==> src/rtl/dmem_ctrl_pkg.sv <==
`default_nettype none
// ============================================================================
//  Module      : dmem_ctrl_pkg
//  Description : Shared state encoding and default widths for the data-memory
//                access controller.
//  Revision    : 1.0 - initial release
// ============================================================================
package dmem_ctrl_pkg;

  localparam int c_ADDR_W      = 32;
  localparam int c_DATA_W      = 32;
  localparam int c_TIMEOUT_CYC = 16;

  typedef enum logic [1:0] {
    ST_IDLE = 2'd0,
    ST_RD   = 2'd1,
    ST_WR   = 2'd2,
    ST_DONE = 2'd3
  } state_e;

  // True while a memory request is outstanding.
  function automatic logic is_busy(input state_e s);
    return (s == ST_RD) || (s == ST_WR);
  endfunction

endpackage
`default_nettype wire

==> src/rtl/dmem_access_ctrl_if.sv <==
`default_nettype none
// ============================================================================
//  Module      : dmem_access_ctrl_if
//  Description : Pipeline-side request strobes, memory req/ack handshake and
//                status outputs of the data-memory access controller.
//                master = controller view, slave = pipeline/memory view.
//  Revision    : 1.0 - initial release
// ============================================================================
interface dmem_access_ctrl_if
  import dmem_ctrl_pkg::*;
#(
  parameter int ADDR_W = c_ADDR_W,
  parameter int DATA_W = c_DATA_W
);

  // Pipeline request side (strobes are active-low)
  logic              DmemREB;
  logic              DmemWEB;
  logic [ADDR_W-1:0] req_addr;
  logic [DATA_W-1:0] req_wdata;

  // Memory handshake
  logic              mem_req;
  logic              mem_we;
  logic [ADDR_W-1:0] mem_addr;
  logic [DATA_W-1:0] mem_wdata;
  logic              mem_ack;
  logic [DATA_W-1:0] mem_rdata;

  // Status back to the pipeline
  logic [DATA_W-1:0] rdata_out;
  logic              rdata_valid;
  logic              stall;
  logic              err;

  modport master (
    input  DmemREB, DmemWEB, req_addr, req_wdata, mem_ack, mem_rdata,
    output mem_req, mem_we, mem_addr, mem_wdata,
    output rdata_out, rdata_valid, stall, err
  );

  modport slave (
    output DmemREB, DmemWEB, req_addr, req_wdata, mem_ack, mem_rdata,
    input  mem_req, mem_we, mem_addr, mem_wdata,
    input  rdata_out, rdata_valid, stall, err
  );

endinterface
`default_nettype wire

==> src/rtl/dmem_timeout_cnt.sv <==
`default_nettype none
// ============================================================================
//  Module      : dmem_timeout_cnt
//  Description : Wait-cycle counter for an outstanding memory request.
//                Clears while idle, counts each un-acked wait cycle, flags
//                expiry on the last permitted wait cycle.
//  Revision    : 1.0 - initial release
// ============================================================================
module dmem_timeout_cnt #(
  parameter int TIMEOUT_CYC = 16
) (
  input  logic clk,
  input  logic rst,
  input  logic clr_i,
  input  logic en_i,
  output logic expired_o
);

  localparam int c_CNT_W = (TIMEOUT_CYC > 1) ? $clog2(TIMEOUT_CYC) : 1;
  localparam logic [c_CNT_W-1:0] c_LAST = c_CNT_W'(TIMEOUT_CYC - 1);

  logic [c_CNT_W-1:0] cnt_q;
  logic [c_CNT_W-1:0] cnt_d;

  // Next count: clear has priority, saturate at the last value.
  always_comb begin
    cnt_d = cnt_q;
    if (clr_i) begin
      cnt_d = '0;
    end else if (en_i && (cnt_q != c_LAST)) begin
      cnt_d = cnt_q + c_CNT_W'(1);
    end
  end

  // Count register.
  always_ff @(posedge clk or posedge rst) begin
    if (rst) begin
      cnt_q <= '0;
    end else begin
      cnt_q <= cnt_d;
    end
  end

  assign expired_o = en_i && (cnt_q == c_LAST);

endmodule
`default_nettype wire

==> src/rtl/dmem_access_ctrl.sv <==
`default_nettype none
// ============================================================================
//  Module      : dmem_access_ctrl
//  Description : Sequences EX/MEM data-memory loads/stores over a req/ack
//                handshake and stalls the pipeline until each access
//                completes. Optional request timeout enabled by the macro
//                DMEM_TIMEOUT_EN (adds the TIMEOUT_CYC parameter).
//  Revision    : 1.0 - initial release
// ============================================================================
module dmem_access_ctrl
  import dmem_ctrl_pkg::*;
#(
  parameter int ADDR_W      = c_ADDR_W,
`ifdef DMEM_TIMEOUT_EN
  parameter int TIMEOUT_CYC = c_TIMEOUT_CYC,
`endif
  parameter int DATA_W      = c_DATA_W
) (
  input  logic                clk,
  input  logic                rst,
  dmem_access_ctrl_if.master  dmem
);

  state_e            state_q, state_d;
  logic              mem_req_q, mem_req_d;
  logic              mem_we_q, mem_we_d;
  logic [ADDR_W-1:0] mem_addr_q, mem_addr_d;
  logic [DATA_W-1:0] mem_wdata_q, mem_wdata_d;
  logic [DATA_W-1:0] rdata_out_q, rdata_out_d;
  logic              rdata_valid_q, rdata_valid_d;
  logic              err_q, err_d;

  logic w_rd_req;
  logic w_wr_req;
  logic w_illegal;
  logic w_busy;
  logic w_timeout;
  logic w_stall;

  assign w_rd_req  = !dmem.DmemREB &&  dmem.DmemWEB;
  assign w_wr_req  =  dmem.DmemREB && !dmem.DmemWEB;
  assign w_illegal = !dmem.DmemREB && !dmem.DmemWEB;
  assign w_busy    = is_busy(state_q);

`ifdef DMEM_TIMEOUT_EN
  dmem_timeout_cnt #(
    .TIMEOUT_CYC (TIMEOUT_CYC)
  ) u_timeout_cnt (
    .clk       (clk),
    .rst       (rst),
    .clr_i     (!w_busy),
    .en_i      (w_busy && !dmem.mem_ack),
    .expired_o (w_timeout)
  );
`else
  // Without the watchdog a request waits for mem_ack indefinitely.
  assign w_timeout = 1'b0;
`endif

  // Next-state, latch and status decode; ack always wins over timeout.
  always_comb begin
    state_d       = state_q;
    mem_addr_d    = mem_addr_q;
    mem_wdata_d   = mem_wdata_q;
    rdata_out_d   = rdata_out_q;
    rdata_valid_d = 1'b0;
    err_d         = 1'b0;
    w_stall       = 1'b0;

    case (state_q)
      ST_IDLE: begin
        if (w_rd_req) begin
          state_d    = ST_RD;
          mem_addr_d = dmem.req_addr;
          w_stall    = 1'b1;
        end else if (w_wr_req) begin
          state_d     = ST_WR;
          mem_addr_d  = dmem.req_addr;
          mem_wdata_d = dmem.req_wdata;
          w_stall     = 1'b1;
        end else if (w_illegal) begin
          err_d = 1'b1;
        end
      end
      ST_RD: begin
        w_stall = 1'b1;
        if (dmem.mem_ack) begin
          state_d       = ST_DONE;
          rdata_out_d   = dmem.mem_rdata;
          rdata_valid_d = 1'b1;
        end else if (w_timeout) begin
          state_d       = ST_DONE;
          rdata_out_d   = '0;
          rdata_valid_d = 1'b1;
          err_d         = 1'b1;
        end
      end
      ST_WR: begin
        w_stall = 1'b1;
        if (dmem.mem_ack) begin
          state_d = ST_DONE;
        end else if (w_timeout) begin
          state_d = ST_DONE;
          err_d   = 1'b1;
        end
      end
      ST_DONE: begin
        // Strobes here still belong to the instruction that just finished.
        state_d = ST_IDLE;
      end
      default: begin
        state_d = ST_IDLE;
      end
    endcase

    mem_req_d = is_busy(state_d);
    mem_we_d  = (state_d == ST_WR);
  end

  // State and output registers; async reset aborts any access in flight.
  always_ff @(posedge clk or posedge rst) begin
    if (rst) begin
      state_q       <= ST_IDLE;
      mem_req_q     <= 1'b0;
      mem_we_q      <= 1'b0;
      mem_addr_q    <= '0;
      mem_wdata_q   <= '0;
      rdata_out_q   <= '0;
      rdata_valid_q <= 1'b0;
      err_q         <= 1'b0;
    end else begin
      state_q       <= state_d;
      mem_req_q     <= mem_req_d;
      mem_we_q      <= mem_we_d;
      mem_addr_q    <= mem_addr_d;
      mem_wdata_q   <= mem_wdata_d;
      rdata_out_q   <= rdata_out_d;
      rdata_valid_q <= rdata_valid_d;
      err_q         <= err_d;
    end
  end

  assign dmem.mem_req     = mem_req_q;
  assign dmem.mem_we      = mem_we_q;
  assign dmem.mem_addr    = mem_addr_q;
  assign dmem.mem_wdata   = mem_wdata_q;
  assign dmem.rdata_out   = rdata_out_q;
  assign dmem.rdata_valid = rdata_valid_q;
  assign dmem.err         = err_q;
  assign dmem.stall       = w_stall;

endmodule
`default_nettype wire

==> src/flat_wrapper.sv <==
// flat-port wrapper written by rule: the top's interface ports become plain ports
module dmem_access_ctrl_flat import dmem_ctrl_pkg::*;
#(
  parameter int ADDR_W      = c_ADDR_W,

  parameter int DATA_W      = c_DATA_W
)
  (clk, rst, dmem_DmemREB, dmem_DmemWEB, dmem_req_addr, dmem_req_wdata, dmem_mem_ack, dmem_mem_rdata, dmem_mem_req, dmem_mem_we, dmem_mem_addr, dmem_mem_wdata, dmem_rdata_out, dmem_rdata_valid, dmem_stall, dmem_err);
  dmem_access_ctrl_if #(.ADDR_W(ADDR_W), .DATA_W(DATA_W)) dmem_i ();
  input  logic clk;
  input  logic rst;
  input wire logic [$bits(dmem_i.DmemREB)-1:0] dmem_DmemREB;
  input wire logic [$bits(dmem_i.DmemWEB)-1:0] dmem_DmemWEB;
  input wire logic [$bits(dmem_i.req_addr)-1:0] dmem_req_addr;
  input wire logic [$bits(dmem_i.req_wdata)-1:0] dmem_req_wdata;
  input wire logic [$bits(dmem_i.mem_ack)-1:0] dmem_mem_ack;
  input wire logic [$bits(dmem_i.mem_rdata)-1:0] dmem_mem_rdata;
  output wire logic [$bits(dmem_i.mem_req)-1:0] dmem_mem_req;
  output wire logic [$bits(dmem_i.mem_we)-1:0] dmem_mem_we;
  output wire logic [$bits(dmem_i.mem_addr)-1:0] dmem_mem_addr;
  output wire logic [$bits(dmem_i.mem_wdata)-1:0] dmem_mem_wdata;
  output wire logic [$bits(dmem_i.rdata_out)-1:0] dmem_rdata_out;
  output wire logic [$bits(dmem_i.rdata_valid)-1:0] dmem_rdata_valid;
  output wire logic [$bits(dmem_i.stall)-1:0] dmem_stall;
  output wire logic [$bits(dmem_i.err)-1:0] dmem_err;
  assign dmem_i.DmemREB = dmem_DmemREB;
  assign dmem_i.DmemWEB = dmem_DmemWEB;
  assign dmem_i.req_addr = dmem_req_addr;
  assign dmem_i.req_wdata = dmem_req_wdata;
  assign dmem_i.mem_ack = dmem_mem_ack;
  assign dmem_i.mem_rdata = dmem_mem_rdata;
  assign dmem_mem_req = dmem_i.mem_req;
  assign dmem_mem_we = dmem_i.mem_we;
  assign dmem_mem_addr = dmem_i.mem_addr;
  assign dmem_mem_wdata = dmem_i.mem_wdata;
  assign dmem_rdata_out = dmem_i.rdata_out;
  assign dmem_rdata_valid = dmem_i.rdata_valid;
  assign dmem_stall = dmem_i.stall;
  assign dmem_err = dmem_i.err;
  dmem_access_ctrl #(.ADDR_W(ADDR_W), .DATA_W(DATA_W)) u_core (.clk(clk), .rst(rst), .dmem(dmem_i));
endmodule
==> config.mk <==
export PLATFORM = sky130hd
export DESIGN_NAME = dmem_access_ctrl_flat
export DESIGN_NICKNAME = d
export VERILOG_FILES = /design/src/rtl/dmem_ctrl_pkg.sv /design/src/rtl/dmem_access_ctrl_if.sv /design/src/rtl/dmem_timeout_cnt.sv /design/src/rtl/dmem_access_ctrl.sv /design/src/flat_wrapper.sv
export SDC_FILE = /design/constraint.sdc
export NUM_CORES = 1
export LEC_CHECK = 0
export ABC_AREA = 0
export CORE_UTILIZATION = 40
export DETAILED_ROUTE_END_ITERATION = 7
export GPL_ROUTABILITY_DRIVEN = 0
export GPL_TIMING_DRIVEN = 0
export PLACE_DENSITY = 0.81
export REMOVE_ABC_BUFFERS = 1
export SYNTH_ARGS = -nofsm -noshare
export SYNTH_HDL_FRONTEND = slang
export SYNTH_SLANG_ARGS = --single-unit
==> constraint.sdc <==
create_clock -name clk -period 4.2 [get_ports clk]
set_clock_uncertainty 0.1 [all_clocks]
set_input_delay 0.42 -clock clk [delete_from_list [all_inputs] [get_ports clk]]
set_output_delay 0.42 -clock clk [all_outputs]
set_load 0.1 [all_outputs]
==> results.sh, run 1 <==
export IMPL_root_buffer="clkbuf_8"
export IMPL_syn_instance_count=236
export IMPL_fin_ws_ns=1.07
export IMPL_cts_setup_buffers=0
export IMPL_wl_per_cell_um=15.4
export IMPL_seq_area_frac_synth_pct=65.0
export IMPL_pre_cts_ws_ns=1.08
export IMPL_critPathRequiredTime_ns=3.68
export IMPL_grt_pass1_vias=2859
export IMPL_crit_path_end_kind="output port"
export IMPL_ys_top_cells_by_area="dfrtp_1 65%, mux2_2 28%, ha_1 2.5%, buf_6 1.1%, inv_1 0.67%"
export IMPL_io_pins=202
export IMPL_fin_util_pct=67.1
export IMPL_die_area_sq_um=10200
export IMPL_drt_first_iter_violations=52
export IMPL_clkLatencyLatePin_ns=0.35
export IMPL_nNetsFinal=549
export IMPL_r2r_cells=4
export IMPL_cts_num_sinks=102
export IMPL_die_h_um=101
export IMPL_dieWidth_um=101
export IMPL_dp_cells=558
export IMPL_cts_tree="done"
export IMPL_clk_pin_slew_ns=0.10
export IMPL_fin_crit_sh_pct=74.4
export IMPL_finalSetupViolCount=0
export IMPL_ys_seq_elements=102
export IMPL_drc=0
export IMPL_ys_warn_count=0
export IMPL_synthArstFlopShare_pct=100
export IMPL_cts_max_level=3
export IMPL_core_sq_um=9370
export IMPL_synth_edf_count=0
export IMPL_cts_buffer_depth=2
export IMPL_period_minus_slack_ns=3.13
export IMPL_yosysTopAreaCellShare_pct=65.0
export IMPL_drt_wl_total_mm=8.82
export IMPL_grt_max_degree=65
export IMPL_start_util_pct=41.9
export IMPL_critPathKind="input pin to output port"
export IMPL_finalHoldViolations=0
export IMPL_rows=35
export IMPL_grt_overflow=0
export IMPL_crit_fanout=2
export IMPL_cts_resized=0
export IMPL_antenna_left=0
export IMPL_antenna_found_initial=0
export IMPL_relSlewSlack_pct=32.6
export IMPL_viasPerCell=4.66
export IMPL_outcome="complete, no violations"
export IMPL_min_delay_path_class="input pin to asynchronous set/reset pin"
export IMPL_instances_no_fill=572
export IMPL_yosysUniqueCellTypes=19
export IMPL_rsz0062_at_grt="no"
export IMPL_tritoncts_num_buffers=9
export IMPL_via_count=2666
export IMPL_diodes=0
export IMPL_track_usage_pct=18.2
export IMPL_netlist_top_cells_count="102 x dfrtp_1, 96 x mux2_2, 8 x ha_1"
export IMPL_avgSynthCellArea_sq_um=16.6
export IMPL_ctsHoldBuffers=0
export IMPL_area_growth_pct=60.1
export IMPL_drive_gt1_share_pct=25.7
export IMPL_start_kind="input pin"
export IMPL_fmax_mhz=320
export IMPL_grt_pass1_wl_mm=14.1
export IMPL_worst_pin_slew_ns=1.01
export IMPL_yosysTopAreaCell="dfrtp_1"
export IMPL_crit_arrival_ns=2.61
export IMPL_synthMostInstantiatedCell="dfrtp_1"
export IMPL_cap_viol_max_count=0
export IMPL_io_buffers=201
export IMPL_first_pass_iters=4
export IMPL_hpwl_mm=6.51
export IMPL_drv_slew=0
export IMPL_synthFlopType="dfrtp_1"
export IMPL_syn_area_sq_um=3930
[registers in the layout (all words and copies together), names as in the netlist]
signal,count
u_core.dmem.err,1
u_core.dmem.mem_addr,32
u_core.dmem.mem_req,1
u_core.dmem.mem_wdata,32
u_core.dmem.mem_we,1
u_core.dmem.rdata_out,32
u_core.dmem.rdata_valid,1
u_core.state_q,2
[metrics by stage]
stage	hold WS, ns	cell area, sq um	TNS, ns
after global placement	0.385	6030	-43.58
final	0.329	6290	0
after global routing	0.358	6290	0
after detailed placement	0.392	6060	0
after CTS	0.341	6280	0
after floorplan	0.471	3850	0
[worst paths after layout]
check / endpoint / slack [ns] / start
worst min register to register: u_core.dmem.mem_wdata[22] / 0.41 / u_core.dmem.mem_wdata[22]
worst max-delay path: dmem_stall / 1.07 / dmem_DmemWEB
worst max register to register: u_core.dmem.mem_wdata[15] / 2.09 / u_core.state_q[1]
max in group asynchronous: u_core.dmem.mem_req / 2.98 / rst
worst min-delay path: u_core.dmem.mem_wdata[21] / 0.33 / rst
min in group clk: u_core.dmem.mem_wdata[22] / 0.41 / u_core.dmem.mem_wdata[22]
[logic make-up (layout without fill, tap and decap cells)]
group,Yosys count,count (layout),synth area share [%]
muxes,97,97,27.8
and+or+nand+nor,8,8,1.21
AOI/OAI and AO/OA,5,5,0.892
adders and majority gates,8,8,2.55
buffers and inverters,16,223,2.58
DFF,102,102,65.0
[layout make-up]
class / instances / area [sq um]
fillers: 721 / 3090
repair buffers: 202 / 2040
inverters: 7 / 28.8
clock buffers: 10 / 128
clock inverters: 4 / 97.6
flip-flops and latches: 102 / 2550
multi-input cells: 118 / 1280
well taps: 129 / 161
[placed cells by master (no fill, tap or decap), drive strengths merged]
cell,count
a21oi,1
a22oi,1
and2,1
buf,1
bufinv,3
clkbuf,10
clkdlybuf4s50,201
clkinvlp,1
dfrtp,102
ha,8
inv,7
mux2,96
mux2i,1
nand2,2
nand2b,2
nand3b,1
nor2,1
nor2b,1
o21a,1
o22a,1
o22ai,1
[critical path: stages]
cell and delay [ns]:
clkdlybuf4s50_1 0.48, inv_1 0.06, ha_1 0.30, a21oi_1 0.07, nor2_1 0.09, clkdlybuf4s50_1 1.16
[routing by layer]
metal / vias to the layer above / global-route usage [%] / wire, um
met2: 122 / 30.3 / 4460
met5: - / 0 / 0
li1: 1221 / - / -
met1: 1313 / 21.0 / 3340
met3: 10 / 7.28 / 894
met4: 0 / 7.02 / 135
Power of run 1 is not shown: default switching activity piles up to over one toggle a cycle in this logic, so the estimate is an artifact.
==> run 2: changes to the inputs <==
==> constraint.sdc (replaced) <==
create_clock -name clk -period 3.1 [get_ports clk]
set_clock_uncertainty 0.1 [all_clocks]
set_input_delay 0.31 -clock clk [delete_from_list [all_inputs] [get_ports clk]]
set_output_delay 0.31 -clock clk [all_outputs]
set_load 0.1 [all_outputs]
==> results of run 2 <==
Same layout as run 1 (identical final DEF). Status: complete, no violations.
Main changes from that run: setup slack after placement 1.08 ns -> 0.197 ns; setup slack after layout 1.07 ns -> 0.194 ns; hold slack 0.329 ns -> 0.219 ns; register-to-register setup slack 2.09 ns -> 0.99 ns
Power of run 2 is left out for the same reason.
==> run 3: changes to the inputs <==
--- a/config.mk
+++ b/config.mk
@@ -7,6 +7,7 @@
 export LEC_CHECK = 0
 export ABC_AREA = 0
 export CORE_UTILIZATION = 40
+export CTS_CLUSTER_SIZE = 14
 export DETAILED_ROUTE_END_ITERATION = 7
 export GPL_ROUTABILITY_DRIVEN = 0
 export GPL_TIMING_DRIVEN = 0
==> results of run 3 <==
Same layout as run 1 (identical final DEF). Status: complete, no violations.
Main changes from that run: setup slack after placement 1.08 ns -> 0.197 ns; setup slack after layout 1.07 ns -> 0.194 ns; hold slack 0.329 ns -> 0.219 ns; register-to-register setup slack 2.09 ns -> 0.99 ns
Power of run 3 is left out for the same reason.
